`src/rtl/snake_mover.sv`:
```
// Snake game-state engine: advances the head one cell per game tick, shifts the body,
// grows on apple contact and detects wall and self collisions, all in the pixel clock domain.
module snake_mover #(
    parameter int MAX_LEN   = 33,
    parameter int CELL      = 16,
    parameter int GRID_W    = 40,
    parameter int GRID_H    = 30,
    parameter int START_X   = 20,
    parameter int START_Y   = 15,
    parameter int START_LEN = 3
) (
    input  logic                  clk_pix,
    input  logic                  rst_n,
    input  logic                  step,
    input  logic [1:0]            dir,
    input  logic                  restart,
    input  logic [9:0]            apple_x,
    input  logic [8:0]            apple_y,
    output logic [9:0]            head_x,
    output logic [8:0]            head_y,
    output logic [7:0]            snake_len,
    output logic [MAX_LEN*10-1:0] body_bus_x,
    output logic [MAX_LEN*9-1:0]  body_bus_y,
    output logic                  apple_eaten,
    output logic                  game_over,
    output logic                  busy
);

    localparam int IW = $clog2(MAX_LEN);
    localparam logic signed [11:0] CELL_S = 12'(CELL);
    localparam logic signed [11:0] X_LIM  = 12'(GRID_W * CELL);
    localparam logic signed [11:0] Y_LIM  = 12'(GRID_H * CELL);

    typedef enum logic [1:0] {
        S_IDLE  = 2'd0,
        S_MOVE  = 2'd1,
        S_CHECK = 2'd2,
        S_DEAD  = 2'd3
    } state_t;

    state_t             r_state;
    state_t             w_next_state;
    logic [9:0]         r_seg_x [MAX_LEN];
    logic [8:0]         r_seg_y [MAX_LEN];
    logic [1:0]         r_heading;
    logic [7:0]         r_len;
    logic [IW-1:0]      r_idx;
    logic               r_eaten;
    logic               r_game_over;
    logic               r_busy;

    logic signed [11:0] w_nx;
    logic signed [11:0] w_ny;
    logic               w_wall;
    logic               w_hit_apple;
    logic [7:0]         w_new_len;
    logic               w_self_hit;
    logic               w_last_idx;

    // Slots past the initial tail all stack on the initial tail cell.
    function automatic logic [9:0] init_x(input int i);
        if (i < START_LEN) begin
            init_x = 10'((START_X - i) * CELL);
        end else begin
            init_x = 10'((START_X - START_LEN + 1) * CELL);
        end
    endfunction

    // Candidate head position, extended and signed so a step off the left/top edge goes negative.
    always_comb begin
        w_nx = $signed({2'b00, r_seg_x[0]});
        w_ny = $signed({3'b000, r_seg_y[0]});
        case (r_heading)
            2'd0:    w_ny = w_ny - CELL_S;
            2'd1:    w_nx = w_nx + CELL_S;
            2'd2:    w_ny = w_ny + CELL_S;
            2'd3:    w_nx = w_nx - CELL_S;
            default: w_nx = w_nx;
        endcase
    end

    assign w_wall      = (w_nx < 12'sd0) || (w_nx >= X_LIM) || (w_ny < 12'sd0) || (w_ny >= Y_LIM);
    assign w_hit_apple = (w_nx[9:0] == apple_x) && (w_ny[8:0] == apple_y);
    assign w_new_len   = (w_hit_apple && (r_len < 8'(MAX_LEN))) ? (r_len + 8'd1) : r_len;
    assign w_self_hit  = (r_seg_x[0] == r_seg_x[r_idx]) && (r_seg_y[0] == r_seg_y[r_idx]);
    assign w_last_idx  = (8'(r_idx) == (r_len - 8'd1));

    // State register.
    always_ff @(posedge clk_pix or negedge rst_n) begin
        if (!rst_n) begin
            r_state <= S_IDLE;
        end else begin
            r_state <= w_next_state;
        end
    end

    // Next-state logic; restart overrides every state.
    always_comb begin
        w_next_state = r_state;
        if (restart) begin
            w_next_state = S_IDLE;
        end else begin
            case (r_state)
                S_IDLE: begin
                    if (step) begin
                        w_next_state = S_MOVE;
                    end else begin
                        w_next_state = S_IDLE;
                    end
                end
                S_MOVE: begin
                    if (w_wall) begin
                        w_next_state = S_DEAD;
                    end else if (w_new_len == 8'd1) begin
                        w_next_state = S_IDLE;
                    end else begin
                        w_next_state = S_CHECK;
                    end
                end
                S_CHECK: begin
                    if (w_self_hit) begin
                        w_next_state = S_DEAD;
                    end else if (w_last_idx) begin
                        w_next_state = S_IDLE;
                    end else begin
                        w_next_state = S_CHECK;
                    end
                end
                S_DEAD:  w_next_state = S_DEAD;
                default: w_next_state = S_IDLE;
            endcase
        end
    end

    // Body, heading, length and registered status flags.
    always_ff @(posedge clk_pix or negedge rst_n) begin
        if (!rst_n) begin
            for (int i = 0; i < MAX_LEN; i++) begin
                r_seg_x[i] <= init_x(i);
                r_seg_y[i] <= 9'(START_Y * CELL);
            end
            r_heading   <= 2'd1;
            r_len       <= 8'(START_LEN);
            r_idx       <= IW'(1);
            r_eaten     <= 1'b0;
            r_game_over <= 1'b0;
            r_busy      <= 1'b0;
        end else if (restart) begin
            for (int i = 0; i < MAX_LEN; i++) begin
                r_seg_x[i] <= init_x(i);
                r_seg_y[i] <= 9'(START_Y * CELL);
            end
            r_heading   <= 2'd1;
            r_len       <= 8'(START_LEN);
            r_idx       <= IW'(1);
            r_eaten     <= 1'b0;
            r_game_over <= 1'b0;
            r_busy      <= 1'b0;
        end else begin
            r_eaten     <= 1'b0;
            r_busy      <= (w_next_state == S_MOVE) || (w_next_state == S_CHECK);
            r_game_over <= (w_next_state == S_DEAD);
            case (r_state)
                S_IDLE: begin
                    if (step && (dir != (r_heading ^ 2'd2))) begin
                        r_heading <= dir;
                    end
                end
                S_MOVE: begin
                    r_idx <= IW'(1);
                    if (!w_wall) begin
                        for (int i = 1; i < MAX_LEN; i++) begin
                            r_seg_x[i] <= r_seg_x[i-1];
                            r_seg_y[i] <= r_seg_y[i-1];
                        end
                        r_seg_x[0] <= w_nx[9:0];
                        r_seg_y[0] <= w_ny[8:0];
                        r_len      <= w_new_len;
                        r_eaten    <= w_hit_apple;
                    end
                end
                S_CHECK: r_idx <= r_idx + IW'(1);
                default: r_idx <= r_idx;
            endcase
        end
    end

    for (genvar g = 0; g < MAX_LEN; g++) begin : g_bus
        assign body_bus_x[g*10 +: 10] = r_seg_x[g];
        assign body_bus_y[g*9 +: 9]   = r_seg_y[g];
    end

    assign head_x      = r_seg_x[0];
    assign head_y      = r_seg_y[0];
    assign snake_len   = r_len;
    assign apple_eaten = r_eaten;
    assign game_over   = r_game_over;
    assign busy        = r_busy;

endmodule

```
`config.mk`:
```
export PLATFORM = sky130hd
export DESIGN_NAME = snake_mover
export DESIGN_NICKNAME = d
export VERILOG_FILES = /design/src/rtl/snake_mover.sv
export SDC_FILE = /design/constraint.sdc
export NUM_CORES = 1
export LEC_CHECK = 0
export BUFFER_PORTS_ARGS = -buffer_cell sky130_fd_sc_hd__buf_2
export CAP_MARGIN = 5
export CORE_AREA = 2 2 265 267
export CTS_BUF_LIST = sky130_fd_sc_hd__clkbuf_8 sky130_fd_sc_hd__clkbuf_16
export CTS_CLUSTER_DIAMETER = 50
export DETAILED_ROUTE_END_ITERATION = 10
export DIE_AREA = 0 0 267 269
export PLACE_DENSITY = 0.65
export RECOVER_POWER = 25
export SYNTH_ARGS = -nofsm -noshare
export SYNTH_HDL_FRONTEND = slang
export SYNTH_SLANG_ARGS = --single-unit
```
`constraint.sdc`:
```
create_clock -name clk_pix -period 4.6 [get_ports clk_pix]
set_clock_uncertainty 0.05 [all_clocks]
set_input_delay 0.23 -clock clk_pix [delete_from_list [all_inputs] [get_ports clk_pix]]
set_output_delay 0.23 -clock clk_pix [all_outputs]
set_load 0.02 [all_outputs]
```
==> results of run 1 <==
synthesized netlist by cell type (13+ instances only):
cell type / instances / area (um^2)
buf_2: 58 / 290
nand3_1: 205 / 1030
xnor2_1: 35 / 307
nand2_1: 740 / 2780
inv_1: 17 / 63.8
o21ai_0: 21 / 105
nor2b_1: 17 / 106
nor2_1: 33 / 124
dfstp_2: 203 / 5330
buf_4: 289 / 2170
mux4_2: 50 / 1130
a21oi_1: 173 / 866
clkbuf_1: 102 / 383
nand4_1: 13 / 81.3
dfrtp_1: 189 / 4730
o22ai_1: 17 / 106
mux2i_1: 63 / 631
xor2_1: 16 / 140
final timing paths:
kind                                              from                           to  slack, ns  depth (start not counted)
hold / removal                                  dir[0]     r_heading[1]$_DFFE_PN0P_       0.06                          5
setup / recovery                  r_idx[0]$_DFFE_PN1P_               busy$_DFF_PN0_       0.25                         10
max in group asynchronous                        rst_n        head_x[2]$_DFFE_PN0P_       1.11                          3
setup reg to reg                  r_idx[0]$_DFFE_PN1P_               busy$_DFF_PN0_       0.25                         10
hold reg to reg            body_bus_y[283]$_DFFE_PN1P_  body_bus_y[292]$_DFFE_PN1P_       0.44                          2
min in group asynchronous                        rst_n  body_bus_x[294]$_DFFE_PN0P_       0.78                          2
cells by family after synthesis:
kind of cell / synth area share, %
AND/OR/NAND/NOR: 20.9
buffers and inverters: 13.5
flip-flops: 45.3
AO/OA/AOI/OAI: 8.21
multiplexers: 9.19
XOR/XNOR: 2.52
adder cells (fa/ha/maj): 0.450
registers in the layout, summed over array words and instances, names as in the netlist:
register	flops
game_over	1
head_y	9
head_x	10
snake_len	8
r_idx	6
body_bus_x	192
body_bus_y	160
busy	1
r_state	2
apple_eaten	1
r_heading	2
critical path, delay by kind of cell (launching register included):
family / cells / cell delay, ns
AO/OA/AOI/OAI: 6 / 1.94
AND/OR/NAND/NOR: 2 / 0.89
flip-flops: 1 / 0.84
adder cells (fa/ha/maj): 1 / 0.30
XOR/XNOR: 1 / 0.17
final cells by class:
| cell class | instances | area share [%] |
|---|---|---|
| repair buffers | 743 | 15.0 |
| inverters | 19 | 0.289 |
| clock inverters | 38 | 1.78 |
| well taps | 940 | 4.45 |
| clock buffers | 62 | 5.53 |
| diodes | 2 | 0.0189 |
| flip-flops and latches | 392 | 38.1 |
| multi-input cells | 1575 | 34.8 |
per-stage QoR:
step	cells	power, uW	instance area [um^2]	worst slack [ns]	hold WS (ns)
finish	3771	11200	26400	0.246	0.0560
global route	3770	11600	26400	0.0249	0.0671
CTS	3768	11300	26500	0.129	0.0289
detailed placement	3664	6810	24500	0.209	0.249
global placement	3664	6790	24500	0.252	0.252
floorplan	2444	5820	22200	0.826	-0.116
layer usage:
layer	vias to the layer above	track usage, %	wire length (um)
li1	8707	-	-
met1	9723	28.8	33100
met2	940	38.4	42200
met3	169	5.29	6860
met4	6	8.56	3430
met5	-	0	46
power groups by stage:
stage	Combinational [uW]	Clock, uW	Sequential (uW)
floorplan	1280	0	4550
global placement	2320	0	4470
detailed placement	2350	0	4460
CTS	2370	4510	4410
global route	2560	4640	4440
finish	2370	4440	4410
what timing repair did:
item | 4_1_cts | 5_1_grt
setup endpoints to repair | 0 | 2
hold buffers | 4 | 0
hold endpoints to repair | 44 | 0
setup buffers | 0 | 1
==> impl_results.md, run 1 <==
* Fraction of registers with async set/reset at 100%
* Clock Sinks at roughly 390
* Pwr/cell area at between 400 and 500 nW/um^2
* Global-route wire length before repair at approximately 120,000 um
* EDFF count, synth at 0
* CP Data Arrival Time at about 4.8 ns
* TritonCTS Buffers at 54
* Most common cell on crit path: a311oi_1
* Most frequent cells in the layout: 740 x nand2_1, 659 x buf_2, 205 x nand3_1
* Area growth syn-to-layout at 18.9%
* Via count at ~20,000
* I/O pins at approximately 680
* Fin crit share at 94.7%
* GR Overflow Total at 0
* Sequential cell area at slightly above 10,000 um^2
* Ys Warns at 0
* Failing checks: max-capacitance violations, max-slew violations
* Hpwl dp at slightly above 60,000 um
* Synth Flop Type: dfstp_2
* Largest net degree at the start of global routing at between 100 and 150
* Static leakage at about 0.013 uW
* Clock Power Share at about 40%
* Synth Cell Area at 22,200 um^2
* Fill cell count at approximately 7,000
* Pins over their slew limit at around 210
* Hold violation count in the final report at 0
* Worst path required time at around 5 ns
* Slew headroom at -56.4%
* H-tree depth at 2
* Cells after Synth at between 2,000 and 2,500
* CP Max Fanout at 19
* Std cell rows at between 90 and 100
* Crit Path Class: register to register
* Seq cells post-synth at 392
* Resize count post-CTS at 0
* Logic pwr share at about a fifth
* Port Buf Inserts at between 600 and 700
* Vias in the first global route at about 18,000
* Detail Route Antenna Nets at 0
* NetSw at approximately 3800 uW
* GR Util All Layers at 22.9%
* Residual DRC count at 0
* CP max stage delay at ~0.84 ns
* Area of the multi-input gates at around 9000 um^2
* Routability cong. at 0.869
* CTS tree: done
* Pre-antenna DRT Iters at 5
* Initial Util at roughly 32%
* RSZ-0062 raised after global routing: no
* Post-layout min period at 4.35 ns
* Routed len/inst at 22.7 um
* DIE WIDTH at about 270 um
* Buffer depth of the longest clock path at 3
* Slowest stage cell, crit path: dfstp_4
* Actual slew at the worst max-slew pin at around 2.3 ns
* Average size of a mapped cell at 9.09 um^2
* Post-Syn Nets at ~2,500
* Initial DRC count at 1,667
* Overall routed net length at about 86,000 um
* Final Core Density at roughly two fifths
* Die H at ~270 um
* Die area at approximately 70,000 um^2
* Worst hold path type: primary input to register
* Count of final setup violators at 0
* Status: finished, violations left
* Core box area at 69,300 um^2
* Clk_lat worst skew at around 0.62 ns
* Worst Setup Start Kind: register
* Commonest non-fill, non-tap cell in the layout: nand2_1
* Critical Path, Cell by Cell: or3b_2, o22ai_1, a2111oi_0, a221oi_1, xnor2_1, a2111oi_2, a311oi_1, a311oi_1, ha_1, nor2b_1
* Internal Power at 7380 uW
* Crit. End Element: register
* Ratio of cells with drive above 1 in the final layout at around two fifths
* Cell variety after synth at 74
* Setup_tns at 0 ns
* Vias/cell at roughly 5.2
* Fmax at between 0.2 and 0.25 GHz
* Post-synthesis sequential area ratio at roughly 45%
* Maximum Capacitance Violations at 2
* Switch share at between 30% and 40%
* Initial antenna violation count at 8
* Worst VDD drop at between 0.2 and 0.3 mV
* Root buf cell: clkbuf_16
* Flop pwr share at around two fifths
* Layout Nets at roughly 2,800
* CTS clk-pin slew, worst paths at 0.05 ns
No activity file was read; power rests on OpenSTA's default activity.
==> run 2, diff against run 1 <==
CTS_BUF_LIST = sky130_fd_sc_hd__clkbuf_16   (was sky130_fd_sc_hd__clkbuf_8 sky130_fd_sc_hd__clkbuf_16)
==> run 2 against run 1 <==
  * Wire length about the same
  * Global-route usage about the same
  * Critical path depth up 2
  * Largest power group is now registers
  * Final area fell by 0.31%
  * Non-clock buffer count is the same
  * Core utilization is 0.12 points lower
  * First-iteration DRC count is 0.30% higher
  * Hold slack got worse by 0.00074 ns
  * Critical endpoint unchanged
  * The flow still finishes with violations (max-capacitance violations, max-slew violations)
  * Cell count unchanged
  * Register-to-register slack better by 0.07 ns
==> impl_results.md, run 2 (synthesis gave the netlist of run 1 again) <==
* Cell Count Post-Placement at 3,664 (unchanged)
* Routed len/inst at 22.7 um (about the same)
* Count of final setup violators at 0 (unchanged)
* Status: finished, violations left
* Worst Setup Start Kind: register
* Largest register FFs at 192 (unchanged)
* Root buf cell: clkbuf_16
* Fin cells at 3,771 (unchanged)
* CTS tree: done
* Failing checks: max-capacitance violations, max-slew violations
* Critical Path, Cell by Cell: buf_4, buf_4, mux4_2, a22o_1, nor4b_1, a221oi_1, xor2_1, nor4_1, a311oi_1, a311oi_1, ha_1, nor2b_1
* Core box area at 69,300 um^2 (unchanged)
* H-tree depth at 2 (unchanged)
* Most frequent cells in the layout: 740 x nand2_1, 657 x buf_2, 205 x nand3_1
* Crit Path Class: register to register
* DRT met1 WL at 32,900 um (-0.81%)
* Worst VDD drop at 0.293 mV (-0.37%)
* Residual DRC count at 0 (unchanged)
* Worst hold path type: primary input to register
* Die area at 71,800 um^2 (unchanged)
* GR Overflow Total at 0 (unchanged)
* Crit. End Element: register
* Post-layout min period at 4.28 ns (-0.0730 ns)
* Global-route wire length before repair at 123,000 um (-0.10%)
* GR Util All Layers at 22.9% (about the same)
* Port Buf Inserts at 681 (unchanged)
* Hpwl dp at 62,200 um (unchanged)
* Area growth syn-to-layout at 18.5%
* Resize count post-CTS at 0 (unchanged)
* Layout Nets at 2,818 (unchanged)
* Routability cong. at 0.869 (unchanged)
* Vias in the first global route at 17,700 (-0.30%)
* Met3 WL post-DR at 6930 um (+0.89%)
* TritonCTS Buffers at 54 (unchanged)
* Overall routed net length at 85,700 um (about the same)
* CTS clk-pin slew, worst paths at 0.05 ns (about the same)
* Hold violation count in the final report at 0 (unchanged)
* Clk_lat worst skew at 0.62 ns (about the same)
* Static leakage at 0.0125 uW (-0.43%)
* Vias/cell at 5.18 (-0.10%)
* Initial Util at 32.1% (unchanged)
* Worst path required time at 5.02 ns (about the same)
* Max layer used: met5
* Ratio of cells with drive above 1 in the final layout at 38.1% (-0.35 points)
* Clock Sinks at 392 (unchanged)
* Largest net degree at the start of global routing at 141 (unchanged)
* RSZ-0062 raised after global routing: no
* Detail Route Antenna Nets at 0 (unchanged)
* Die H at 269 um (unchanged)
* Fmax at 0.234 GHz (+1.7%)
* Pins over their slew limit at 211 (unchanged)
* Wire length on met2 at 42,500 um (+0.53%)
* Fin crit share at 93.1% (-1.6 points)
* Std cell rows at 97 (unchanged)
* Setup_tns at 0 ns (unchanged)
* CP max stage delay at 0.84 ns (about the same)
* Pre-antenna DRT Iters at 5 (unchanged)
* Buffers & Inverters on Critical Path at 2 (+2)
* Buffer depth of the longest clock path at 3 (unchanged)
* DIE WIDTH at 267 um (unchanged)
* Slowest stage cell, crit path: dfstp_4
* Maximum Capacitance Violations at 2 (unchanged)
* Top delay family on crit path: compound AO/OA/AOI/OAI gates
* Commonest non-fill, non-tap cell in the layout: nand2_1
* CP Max Fanout at 18 (-1)
* Slew headroom at -56.4% (-0.067 points)
* Via count at 19,500 (-0.10%)
* Initial DRC count at 1,672 (+0.30%)
* Initial antenna violation count at 8 (unchanged)
* I/O pins at 682 (unchanged)
* Actual slew at the worst max-slew pin at 2.35 ns (+0.00101 ns)
* Pwr/cell area at 420 nW/um^2 (-0.96%)
* CP Data Arrival Time at 4.70 ns (-0.07 ns)
run 2: power breakdown:
group          internal [uW]  switching, uW
logic                    786           1580
registers               3930            474
clock network           2530           1760
total                   7250           3820
run 2: final timing paths:
kind / start / endpoint / slack, ns / depth (start not counted)
worst max-delay path: r_idx[0]$_DFFE_PN1P_ / busy$_DFF_PN0_ / 0.32 / 12
max in group asynchronous: rst_n / head_x[2]$_DFFE_PN0P_ / 1.12 / 3
worst min register to register: body_bus_y[283]$_DFFE_PN1P_ / body_bus_y[292]$_DFFE_PN1P_ / 0.43 / 2
worst min-delay path: dir[0] / r_heading[1]$_DFFE_PN0P_ / 0.06 / 5
worst max register to register: r_idx[0]$_DFFE_PN1P_ / busy$_DFF_PN0_ / 0.32 / 12
min in group asynchronous: rst_n / body_bus_x[304]$_DFFE_PN0P_ / 0.76 / 2
run 2: worst min-delay path: stages:
cell	delay [ns]
buf_2	0.10
xnor2_1	0.06
nor2_1	0.12
mux2i_1	0.09
nor2_1	0.08
run 2: cell type report:
cell class,count,area (um^2)
antenna,2,5.00
clock buffer,54,1350
clock inverter,46,499
fill,6983,43000
inverter,19,76.3
multi-input combinational,1575,9190
sequential,392,10100
tap,940,1180
timing repair buffer,743,3970
run 2: per-stage QoR:
| stage | power, uW | worst slack, ns | area [um^2] | hold WS (ns) | utilization (%) |
|---|---|---|---|---|---|
| final | 11100 | 0.319 | 26300 | 0.0553 | 38.0 |
| after global routing | 11500 | 0.0250 | 26300 | 0.0683 | 38.0 |
| after CTS | 11100 | 0.129 | 26400 | 0.0298 | 38.1 |
| after detailed placement | 6810 | 0.209 | 24500 | 0.249 | 35.4 |
| after global placement | 6790 | 0.252 | 24500 | 0.252 | 35.4 |
| after floorplan | 5820 | 0.826 | 22200 | -0.116 | - |
run 2: routing by layer:
layer	track usage (%)	vias to the layer above
li1	-	8709
met3	5.21	176
met1	28.9	9696
met5	0	-
met2	38.5	938
met4	8.06	6
run 2: repair_timing:
item,CTS,global route
setup buffers,0,1
setup endpoints to repair,0,2
hold buffers,4,0
endpoints found under the hold margin,44,0
==> run 3, diff against run 2 <==
BUFFER_PORTS_ARGS = -buffer_cell sky130_fd_sc_hd__clkbuf_2   (was -buffer_cell sky130_fd_sc_hd__buf_2)
==> run 3 against run 2 <==
  * The run still ends with max-capacitance violations, max-slew violations left
  * Power is 1.7% lower
  * Combinational power is 2% lower
  * Hold slack better by 0.24 ns
  * Cell count hardly changed
  * Critical path type unchanged
  * Largest cell class unchanged
==> impl_results.md, run 3 (synthesis gave the netlist of run 1 again) <==
* Status: finished, violations left
* Failing checks: max-capacitance violations, max-slew violations
* Fill cell count at 6,986 (+0.043%)
* Final Core Density at 37.7% (-0.25 points)
* Logic pwr share at 21.3% (about the same)
* Worst VDD drop at 0.347 mV (+18%)
* Top delay family on crit path: simple AND/OR/NAND/NOR gates
* Crit Path Class: register to register
* Fin crit share at 96.2% (+3.1 points)
* Worst path required time at 5.02 ns (about the same)
* Resize count post-CTS at 0 (unchanged)
* Maximum Capacitance Violations at 3 (+1)
* Clock Power Share at 37.9% (-0.9 points)
* Count of final setup violators at 0 (unchanged)
* Largest register FFs at 192 (unchanged)
* Core box area at 69,300 um^2 (unchanged)
* Critical Path, Cell by Cell: or3_1, o221ai_1, nor4b_1, a221oi_1, xor2_1, nor4_1, a311oi_1, a311oi_1, ha_1, nor2b_1
* CP Data Arrival Time at 4.84 ns (+0.14 ns)
* Pre-antenna DRT Iters at 6 (+1)
* Die area at 71,800 um^2 (unchanged)
* Slew headroom at -81.5% (-25 points)
* Worst hold start: apple_x[8]
* Root buf cell: clkbuf_16
* Buffers & Inverters on Critical Path at 0 (-2)
* Hpwl dp at 62,400 um (+0.34%)
* Internal Power at 7080 uW (-2.3%)
* Std cell rows at 97 (unchanged)
* Pins over their slew limit at 262 (+24%)
* DIE WIDTH at 267 um (unchanged)
* Critical Path Stages at 10 (-2)
* CP Max Fanout at 28 (+10)
* Layout Nets at 2,816 (-0.071%)
* CTS clk-pin slew, worst paths at 0.05 ns (about the same)
* Initial DRC count at 1,981 (+18%)
* Global-route wire length before repair at 124,000 um (+0.73%)
* Flop pwr share at 40.7% (+0.9 points)
* RSZ-0062 raised after global routing: no
* Detail Route Antenna Nets at 0 (unchanged)
* Port Buf Inserts at 681 (unchanged)
* Post-layout min period at 4.43 ns (+0.144 ns)
* GR Overflow Total at 0 (unchanged)
* Area growth syn-to-layout at 17.7%
* Worst r2r dst: busy$_DFF_PN0_
* Setup_tns at 0 ns (unchanged)
* GR Util All Layers at 23.0% (+0.15 points)
* Buffer depth of the longest clock path at 3 (unchanged)
* Buffer count from post-CTS setup fixing at 0 (unchanged)
* Most frequent cells in the layout: 740 x nand2_1, 604 x clkbuf_2, 205 x nand3_1
* Die H at 269 um (unchanged)
* Initial antenna violation count at 3 (-5)
* Hold violation count in the final report at 0 (unchanged)
* Routability cong. at 0.873 (+0.47%)
* CTS Hold Bufs at 6 (+2)
* Hold path depth at 4 (-1)
* Vias in the first global route at 18,000 (+1.4%)
* Worst hold path type: primary input to register
* Pwr/cell area at 416 nW/um^2 (-1.0%)
* Overall routed net length at 85,700 um (about the same)
* Switch share at 34.9% (+0.43 points)
* R2r setup slk at 0.17 ns (-0.14 ns)
* Via count at 19,500 (-0.10%)
* I/O pins at 682 (unchanged)
* NetSw at 3800 uW (-0.45%)
* Static leakage at 0.0121 uW (-2.8%)
* Ratio of cells with drive above 1 in the final layout at 36.2% (-1.9 points)
* H-tree depth at 2 (unchanged)
* Worst Setup Start Kind: register
* Largest net degree at the start of global routing at 138 (-2.1%)
* Residual DRC count at 0 (unchanged)
* TritonCTS Buffers at 54 (unchanged)
* Crit. End Element: register
* Fmax at 0.226 GHz (-3.3%)
* Clk_lat worst skew at 0.62 ns (about the same)
* Routed len/inst at 22.7 um (about the same)
* CTS tree: done
* CP max stage delay at 0.94 ns (+0.10 ns)
* Hold Crit Endpoint: apple_eaten$_DFF_PN0_
* Critical R2R Launch: r_idx[0]$_DFFE_PN1P_
* Commonest non-fill, non-tap cell in the layout: nand2_1
* Slowest stage cell, crit path: dfstp_4
* Most common cell on crit path: a311oi_1
* Worst r2r path cells at 10 (-2)
* Initial Util at 32.1% (unchanged)
* Clock Sinks at 392 (unchanged)
* Vias/cell at 5.17 (about the same)
* Actual slew at the worst max-slew pin at 2.72 ns (+0.377 ns)
run 3: cell count changes in the layout (fill, tap and decap cells not counted), moves of 4 or more:
cell      before  now
clkbuf_2       2  604
clkbuf_1      30   77
inv_1         22   29
buf_2        657    0
clkinv_1       9    5
buf_4         36   42
run 3: worst max path at each step:
stage                                from              to
global placement     r_idx[0]$_DFFE_PN1P_  busy$_DFF_PN0_
detailed placement   r_idx[0]$_DFFE_PN1P_  busy$_DFF_PN0_
finish               r_idx[0]$_DFFE_PN1P_  busy$_DFF_PN0_
global route         r_idx[0]$_DFFE_PN1P_  busy$_DFF_PN0_
floorplan           head_y[5]$_DFFE_PN1P_  busy$_DFF_PN0_
CTS                  r_idx[0]$_DFFE_PN1P_  busy$_DFF_PN0_
run 3: power groups by stage:
stage	logic, uW	registers [uW]	clock network, uW
2_1_floorplan	1280	4550	0
3_3_place_gp	2290	4480	0
3_5_place_dp	2330	4480	0
4_1_cts	2340	4420	4200
5_1_grt	2540	4460	4350
6_report	2320	4430	4130
run 3: final cells by class:
cell class | instances | area, um^2 | share of cell area, %
diodes | 2 | 5.00 | 0.0191
clock buffers | 55 | 1380 | 5.26
clock inverters | 46 | 385 | 1.47
inverters | 19 | 76.3 | 0.292
multi-input cells | 1575 | 9190 | 35.1
flip-flops and latches | 392 | 10100 | 38.5
well taps | 940 | 1180 | 4.50
repair buffers | 741 | 3880 | 14.8
run 3: routing by layer:
metal / share of wire, % / routed length [um] / track usage (%)
met3: 7.5 / 6430 / 4.92
met5: 0.0093 / 8 / 0
met2: 49 / 41900 / 37.9
met4: 4.6 / 3950 / 10.4
met1: 39 / 33400 / 29.1
run 3: per-stage QoR:
step                      worst slack (ns)  total power (uW)  std cells  hold slack (ns)  area [um^2]
final                                0.174             10900       3770            0.290        26200
after global routing                0.0548             11300       3769            0.314        26200
after CTS                            0.164             11000       3768            0.240        26300
after detailed placement             0.197              6800       3661            0.318        24500
after global placement               0.276              6770       3661            0.320        24500
after floorplan                      0.826              5820       2444           -0.116        22200
run 3: worst min-delay path: cells and delay by family:
| kind | cells | cell delay (ns) |
|---|---|---|
| buf+inv | 1 | 0.13 |
| simple gates | 2 | 0.37 |
| xor+xnor | 1 | 0.15 |
